$ cat config.mk
export PLATFORM = sky130hd
export DESIGN_NAME = basic_control_unit
export DESIGN_NICKNAME = d
export VERILOG_FILES = /design/src/rtl/basic_control_unit.sv
export SDC_FILE = /design/constraint.sdc
export NUM_CORES = 1
export LEC_CHECK = 0
export CORE_UTILIZATION = 33
export CTS_CLUSTER_DIAMETER = 120
export DETAILED_ROUTE_END_ITERATION = 12
export PLACE_DENSITY_LB_ADDON = 0.2
export SLEW_MARGIN = 20
export SYNTH_ARGS = -nofsm -noshare
export SYNTH_HDL_FRONTEND = slang
export SYNTH_SLANG_ARGS = --single-unit
$ cat constraint.sdc
create_clock -name clock -period 2.5 [get_ports clock]
set_input_delay 0.625 -clock clock [delete_from_list [all_inputs] [get_ports clock]]
set_output_delay 0.625 -clock clock [all_outputs]
set_load 0.03 [all_outputs]
$ cat src/rtl/basic_control_unit.sv
// Hardwired T0..T6 sequencer for the 16-bit accumulator datapath; optional interrupt support via BASIC_CTRL_INTERRUPT_EN.
// Latency: controls are combinational from SC/IR/flags and take effect at the next rising edge.
// Backpressure: none; HLT freezes SC and forces every control to 0 until reset.
module basic_control_unit #(
    parameter logic [2:0] ALU_AND = 3'd0,
    parameter logic [2:0] ALU_ADD = 3'd1,
    parameter logic [2:0] ALU_LDA = 3'd2,
    parameter logic [2:0] ALU_CMA = 3'd3,
    parameter logic [2:0] ALU_CIR = 3'd4,
    parameter logic [2:0] ALU_CIL = 3'd5
) (
    input  logic        clock,
    input  logic        reset_n,
    input  logic [15:0] IR_out,
    input  logic [15:0] AC_out,
    input  logic        DR_ZERO,
    input  logic        IEN_out,
    input  logic        R_out,
    input  logic        FGI,
    input  logic        FGO,
    output logic        AR_load,
    output logic        PC_load,
    output logic        DR_load,
    output logic        AC_load,
    output logic        IR_load,
    output logic        TR_load,
    output logic        OUTR_load,
    output logic        AR_reset,
    output logic        PC_reset,
    output logic        DR_reset,
    output logic        AC_reset,
    output logic        TR_reset,
    output logic        IEN_reset,
    output logic        R_reset,
    output logic        IEN_set,
    output logic        R_load,
    output logic        AR_inc,
    output logic        PC_inc,
    output logic        DR_inc,
    output logic        AC_inc,
    output logic        M_read,
    output logic        M_write,
    output logic [2:0]  BUS_sel,
    output logic [2:0]  ALU_ops,
    output logic [2:0]  SC,
    output logic        halted
);
    localparam logic [2:0] OP_AND = 3'd0, OP_ADD = 3'd1, OP_LDA = 3'd2, OP_STA = 3'd3;
    localparam logic [2:0] OP_BUN = 3'd4, OP_BSA = 3'd5, OP_ISZ = 3'd6, OP_REG = 3'd7;
    localparam logic [2:0] BUS_AR = 3'd1, BUS_PC = 3'd2, BUS_DR = 3'd3, BUS_AC = 3'd4;
    localparam logic [2:0] BUS_IR = 3'd5, BUS_TR = 3'd6, BUS_M  = 3'd7;

    logic [2:0]  sc_q, sc_d;
    logic        halted_q, halted_d, i_lat_q, i_lat_d;
    logic [2:0]  opcode;
    logic [11:0] b;
    logic        int_cycle, int_detect;
    logic        unused_inputs;

    assign opcode = IR_out[14:12];
    assign b      = IR_out[11:0];
    assign SC     = sc_q;
    assign halted = halted_q;

`ifdef BASIC_CTRL_INTERRUPT_EN
    // R_out only steers T0..T2; an instruction already past T2 completes normally.
    assign int_cycle     = R_out && (sc_q <= 3'd2);
    assign int_detect    = (sc_q > 3'd2) && IEN_out && (FGI || FGO) && !R_out;
    assign unused_inputs = &{1'b0, IR_out[1]};
`else
    assign int_cycle     = 1'b0;
    assign int_detect    = 1'b0;
    assign unused_inputs = &{1'b0, IR_out[1], R_out, IEN_out};
`endif

    always_ff @(posedge clock) begin
        if (!reset_n) begin
            sc_q     <= 3'd0;
            halted_q <= 1'b0;
            i_lat_q  <= 1'b0;
        end else begin
            sc_q     <= sc_d;
            halted_q <= halted_d;
            i_lat_q  <= i_lat_d;
        end
    end

    always_comb begin
        sc_d     = sc_q + 3'd1;
        halted_d = halted_q;
        i_lat_d  = i_lat_q;
        if (halted_q) begin
            sc_d = sc_q;
        end else if (int_cycle) begin
            if (sc_q == 3'd2) sc_d = 3'd0;
        end else begin
            case (sc_q)
                3'd2: i_lat_d = IR_out[15];
                3'd3: if (opcode == OP_REG) begin
                    sc_d = 3'd0;
                    if (!i_lat_q && b[0]) halted_d = 1'b1;
                end
                3'd4: if (opcode == OP_STA || opcode == OP_BUN) sc_d = 3'd0;
                3'd5: if (opcode != OP_ISZ) sc_d = 3'd0;
                3'd6: sc_d = 3'd0;
                default: ;
            endcase
        end
    end

    always_comb begin
        {AR_load, PC_load, DR_load, AC_load, IR_load, TR_load, OUTR_load} = '0;
        {AR_reset, PC_reset, DR_reset, AC_reset, TR_reset, IEN_reset, R_reset} = '0;
        {IEN_set, R_load, AR_inc, PC_inc, DR_inc, AC_inc, M_read, M_write} = '0;
        BUS_sel = 3'd0;
        ALU_ops = 3'd0;
        if (!reset_n) begin
            {AR_reset, PC_reset, DR_reset, AC_reset, TR_reset, IEN_reset, R_reset} = '1;
        end else if (!halted_q) begin
            R_load = int_detect;
            if (int_cycle) begin
                case (sc_q)
                    3'd0: begin AR_reset = 1'b1; BUS_sel = BUS_PC; TR_load = 1'b1; end
                    3'd1: begin BUS_sel = BUS_TR; M_write = 1'b1; PC_reset = 1'b1; end
                    default: begin PC_inc = 1'b1; IEN_reset = 1'b1; R_reset = 1'b1; end
                endcase
            end else begin
                case (sc_q)
                    3'd0: begin BUS_sel = BUS_PC; AR_load = 1'b1; end
                    3'd1: begin BUS_sel = BUS_M; M_read = 1'b1; IR_load = 1'b1; PC_inc = 1'b1; end
                    3'd2: begin BUS_sel = BUS_IR; AR_load = 1'b1; end
                    3'd3: begin
                        if (opcode != OP_REG) begin
                            if (i_lat_q) begin BUS_sel = BUS_M; M_read = 1'b1; AR_load = 1'b1; end
                        end else if (!i_lat_q) begin
                            // Register reference: B bits may combine, giving the union of actions.
                            if (b[11]) AC_reset = 1'b1;
                            if (b[9]) begin ALU_ops = ALU_CMA; AC_load = 1'b1; end
                            if (b[7]) begin ALU_ops = ALU_CIR; AC_load = 1'b1; end
                            if (b[6]) begin ALU_ops = ALU_CIL; AC_load = 1'b1; end
                            if (b[5]) AC_inc = 1'b1;
                            if ((b[4] && !AC_out[15]) || (b[3] && AC_out[15]) ||
                                (b[2] && AC_out == 16'd0)) PC_inc = 1'b1;
                        end else begin
                            if ((b[9] && FGI) || (b[8] && FGO)) PC_inc = 1'b1;
                            if (b[7]) IEN_set = 1'b1;
                            if (b[6]) IEN_reset = 1'b1;
                            if (b[10]) begin BUS_sel = BUS_AC; OUTR_load = 1'b1; end
                        end
                    end
                    3'd4: begin
                        case (opcode)
                            OP_AND, OP_ADD, OP_LDA, OP_ISZ: begin
                                BUS_sel = BUS_M; M_read = 1'b1; DR_load = 1'b1;
                            end
                            OP_STA: begin BUS_sel = BUS_AC; M_write = 1'b1; end
                            OP_BUN: begin BUS_sel = BUS_AR; PC_load = 1'b1; end
                            OP_BSA: begin BUS_sel = BUS_PC; M_write = 1'b1; AR_inc = 1'b1; end
                            default: ;
                        endcase
                    end
                    3'd5: begin
                        case (opcode)
                            OP_AND: begin ALU_ops = ALU_AND; AC_load = 1'b1; end
                            OP_ADD: begin ALU_ops = ALU_ADD; AC_load = 1'b1; end
                            OP_LDA: begin ALU_ops = ALU_LDA; AC_load = 1'b1; end
                            OP_BSA: begin BUS_sel = BUS_AR; PC_load = 1'b1; end
                            OP_ISZ: DR_inc = 1'b1;
                            default: ;
                        endcase
                    end
                    3'd6: begin BUS_sel = BUS_DR; M_write = 1'b1; PC_inc = DR_ZERO; end
                    default: ;
                endcase
            end
        end
    end
endmodule

==> impl_metrics.yaml, run 1 <==
outcome:
  status: "finished, final reports clean"
critical_path:
  cp.arrival_ps: 1830
  crit_family: "buffers and inverters"
  crit_top_cell: "buf_6"
  cp.required_ps: 1880
  start_kind: "flip-flop"
  critPathKind: "reg -> out"
  critPathBufInv: 4
  crit_path_max_incr_delay_ps: 400
  r2r_slack_ps: 660
  path_cells: "ha_4 -> ha_4 -> buf_6 -> nand4_1 -> buf_4 -> nor2_4 -> buf_6 -> nand3b_1 -> nand2_1 -> buf_6"
  slowest_stage: "dfxtp_4"
  worst-path-max-fanout: 6
  end_kind: "output port"
power:
  leakage_uw: 0.000786
  vdd_drop_max_mv: 0.877
  total_power_uw: 1250
  power_density_mw_per_mm2: 647
layout:
  postLayoutCoreUtil_pct: 75.7
  fin_nets: 270
  drive_above_1_share_pct: 46.7
  stdcell_area_mm2: 0.00193
  area_growth_pct: 111
  diodes: 0
synth:
  synth_common_cells: "a21oi_1, nor2_1, nand2_1, nor3_1"
  netlist_area_um2: 913
  synth_top_family_by_area: "simple AND/OR/NAND/NOR gates"
  synth_simple_gate_area_share_pct: 37.0
  netlist_instances: 136
  synth_cell_types: 39
  yosysTopAreaCellShare_pct: 11.0
  synth_area_leader_cell: "dfxtp_1"
  ys_seq_elements: 5
  yosysSeqAreaShare_pct: 11.0
  ys.flop_type: "dfxtp_1"
  synth_xor_xnor_area_share_pct: 0.959
  synth_fa_ha_area_share_pct: 6.85
  synth_compound_gate_area_share_pct: 28.5
  avgSynthCellArea_um2: 6.72
  synthTopCellsByArea: "dfxtp_1, ha_1, a21oi_1"
  synth_mux_area_share_pct: 2.19
  yosys_warnings: 0
  synth_edf_count: 0
  synthArstFlopShare_pct: 0
routing:
  drtIter0Drc: 33
  drt-wirelength-per-cell_um: 14.9
  finalWirelength_mm: 3.79
  vias_per_cell: 5.42
  via_count: 1382
  first_pass_iters: 4
  drc: 0
  antenna_left: 0
sta:
  finalCriticalPeriod_ps: 2460
  skew_ps: 7.96
  post-route-period-util_pct: 98.2
  drv_slew: 0
  max_freq_mhz: 407
  hold_slack_ps: 583
  worst_slack_ps: 44.3
  hold_viol: 0
  setup_viol: 0
die:
  core-area_mm2: 0.00254
  die_width_um: 54.6
  io_pins: 71
  start_util_pct: 35.9
  rows: 18
  dieArea_mm2: 0.00298
  die_h_um: 54.6
placed_design:
  place_ws_ps: -454
  finalWeightedCongestion: 0.791
  place_hpwl_mm: 2.70
  port_buffers: 65
  placed_cell_area_mm2: 0.00165
global_route:
  first_global_vias: 1306
  grt_max_degree: 19
  grt_first_pass_wirelength_mm: 5.57
  antenna_found_initial: 0
  grt_overflow_total: 0
  use_met3_pct: 7.22
  use_met2_pct: 50.2
  grt_usage_pct: 26.1
  grt_use_met1_pct: 28.0
  grt.busiest_layer: "met2"
clocking:
  clk_latency_ps: 260
  htree_levels: 1
  root_buffer: "clkbuf_4"
  clk_pin_slew_ps: 50
  clkSinkCount: 5
  cts_tree: "built"
  cts_hold_buf: 0
  clockBufferDepth: 2
  cts_buffers: 3
flow_run:
  cap_viol_max_count: 0
hold_path:
  hold_class: "reg -> reg"
where the power goes:
| group | switching [µW] | internal, µW | leakage, µW |
|---|---|---|---|
| combinational | 534 | 460 | 0.000728 |
| sequential | 37.0 | 110 | 0.0000421 |
| clock | 44.9 | 61.1 | 0.0000150 |
metrics by stage:
stage,setup TNS [ps],std cells
after global placement,-3690,239
after detailed placement,-3990,239
after global routing,-107,255
after CTS,0,253
after floorplan,-8.27,137
final,0,255
logic make-up (layout without fill, tap and decap cells):
| family | count (synthesis) | in the layout |
|---|---|---|
| multiplexers | 2 | 2 |
| adder cells (fa/ha/maj) | 5 | 5 |
| XOR/XNOR | 1 | 1 |
| flip-flops | 5 | 5 |
| buffers and inverters | 21 | 109 |
| AND/OR/NAND/NOR | 63 | 63 |
| AO/OA/AOI/OAI | 38 | 38 |
| other | 1 | 2 |
metal layers:
metal,part of all wire [%],up-vias
met5,0,-
met4,0.29,0
met2,54,78
met3,8.2,2
li1,-,668
met1,37,634
what timing repair did:
action	CTS	global route
buffers inserted	10	2
resized for setup	51	20
endpoints found under the setup margin	19	14
pin swaps	11	8
flip-flops by register name, indices dropped and copies added, names as in the netlist:
signal / cells
SC: 3
halted: 1
i_lat_q: 1
worst paths after layout:
check | startpoint | to | cells after the start
worst max-delay path | SC[0] | AC_reset | 10
worst min-delay path | SC[0] | SC[0] | 2
worst max register to register | SC[0] | SC[2] | 8
worst min register to register | SC[0] | SC[0] | 2
final cells by class:
type | count | area [µm²]
timing repair buffer | 99 | 868
multi-input combinational | 111 | 862
fill | 196 | 618
sequential | 5 | 108
tap | 30 | 37.5
clock buffer | 4 | 26.3
inverter | 6 | 25.0
worst reg2reg max path, stage by stage, from the launching register on:
cell and delay, ps:
dfxtp_4 400, ha_4 150, ha_4 130, buf_6 90
buf_4 170, nor3_1 80, a31o_2 220, a22o_1 280
o31ai_1 230
layout by cell type, fill, tap and decap left out, types with 4 or more instances in the layout:
master	netlist	routed
buf_4	7	47
clkdlybuf4s50_1	0	30
buf_6	1	13
nand2_1	9	9
nor2_1	12	7
nor3_1	9	6
a21oi_2	0	6
nand3_1	7	6
a21oi_1	12	6
a31oi_1	5	5
nor2b_1	4	4
inv_1	6	4
o211ai_1	4	4
Note: power is estimated with default switching activity, not from simulation.
==> run 2, diff against run 1 <==
Settings changed: GPL_TIMING_DRIVEN set to 0.
==> impl_metrics.yaml, run 2 (synthesized netlist as in run 1, its figures left out) <==
outcome:
  status: "finished, final reports clean"
layout:
  final_common_cell: "clkdlybuf4s50_1"
  n_fill_cell: 200
  area_growth_pct: 96.2
  diodes: 0
  fin_nets: 256
  layout_common_cells: "clkdlybuf4s50_1, buf_4, buf_2"
  drive_above_1_share_pct: 38.9
  largest_register_ffs: 3
routing:
  finalWirelength_mm: 3.42
  drc: 0
  antenna_left: 0
  drtIter0Drc: 34
  vias_per_cell: 5.46
  drt-wirelength-per-cell_um: 14.2
  first_pass_iters: 4
  via_count: 1316
critical_path:
  cp.arrival_ps: 1860
  slowest_stage: "clkdlybuf4s50_1"
  cp.required_ps: 1880
  crit_path_max_incr_delay_ps: 520
  r2r_slack_ps: 720
  critPathBufInv: 2
  critPathKind: "in -> out"
  path_cells: "clkdlybuf4s50_1 -> nor2_1 -> a31oi_4 -> nor2_2 -> buf_6"
  end_kind: "output port"
  start_kind: "input port"
  worst-path-max-fanout: 4
  crit_family: "buffers and inverters"
flow_run:
  cap_viol_max_count: 0
global_route:
  first_global_vias: 1246
  grt_usage_pct: 23.7
  grt_overflow_total: 0
  grt_first_pass_wirelength_mm: 5.26
  grt_max_degree: 12
  antenna_found_initial: 0
clocking:
  clk_latency_ps: 230
  clockBufferDepth: 2
  clkSinkCount: 5
  clk_pin_slew_ps: 40
  cts_hold_buf: 0
  root_buffer: "clkbuf_4"
  htree_levels: 1
  cts_tree: "built"
  cts_buffers: 3
die:
  die_h_um: 54.6
  die_width_um: 54.6
  start_util_pct: 35.9
  core-area_mm2: 0.00254
  rows: 18
  io_pins: 71
  dieArea_mm2: 0.00298
sta:
  skew_ps: 0.473
  post-route-period-util_pct: 99.5
  hold_viol: 0
  max_freq_mhz: 402
  hold_slack_ps: 566
  setup_viol: 0
  drv_slew: 0
  rsz0062_at_grt: "yes"
  tns_ps: 0
  finalCriticalPeriod_ps: 2490
power:
  leakage_uw: 0.000753
  power_density_mw_per_mm2: 634
  vdd_drop_max_mv: 0.702
hold_path:
  hold_class: "reg -> reg"
placed_design:
  finalWeightedCongestion: 0.825
  place_hpwl_mm: 2.64
  port_buffers: 64
run 2: what timing repair did:
action | in CTS | in global routing
resized for setup | 133 | 41
setup buffers | 4 | 5
pin swaps | 8 | 8
endpoints found under the setup margin | 26 | 23
run 2: worst paths after layout:
kind | from | to | cells after the start
min reg2reg | SC[1] | SC[1] | 2
min | SC[1] | SC[1] | 2
max reg2reg | SC[1] | SC[2] | 6
max | IR_out[6] | ALU_ops[1] | 5
run 2: metal layers:
metal	vias to the layer above	wire length [µm]	share of wire [%]	track usage, %
met1	607	1270	37	25.5
li1	641	-	-	-
met5	-	0	0	0
met4	0	19	0.56	3.42
met2	64	1840	54	47.0
met3	4	291	8.5	5.00
run 2: cell type report:
type                       count  area, µm²  area share [%]
clock buffer                   4       26.3            1.47
tap                           30       37.5            2.09
sequential                     5        109            6.08
timing repair buffer          73        643            35.9
multi-input combinational    111        857            47.8
inverter                       6       25.0            1.40
buffer                        12       93.8            5.24
run 2: power by group:
part	total [µW]	internal [µW]	leakage [µW]	switching, µW
clock	90.5	60.2	0.0000150	30.3
sequential	166	112	0.0000426	54.0
combinational	880	389	0.000695	492
total	1140	560	0.000753	576
run 2: metrics by stage:
stage	util, %	setup slack (ps)	power [µW]	std cells	instance area, µm²
after floorplan	-	-8.27	673	137	953
after global placement	64.1	-1120	940	231	1630
after detailed placement	64.1	-1120	955	231	1630
after CTS	67.3	2.61	1060	237	1710
after global routing	70.4	-45.1	1220	241	1790
final	70.4	11.5	1140	241	1790
run 2: worst min-delay path: stages (launching register included):
cell and delay [ps]:
dfxtp_4 360, nand3_1 80, o211ai_1 80
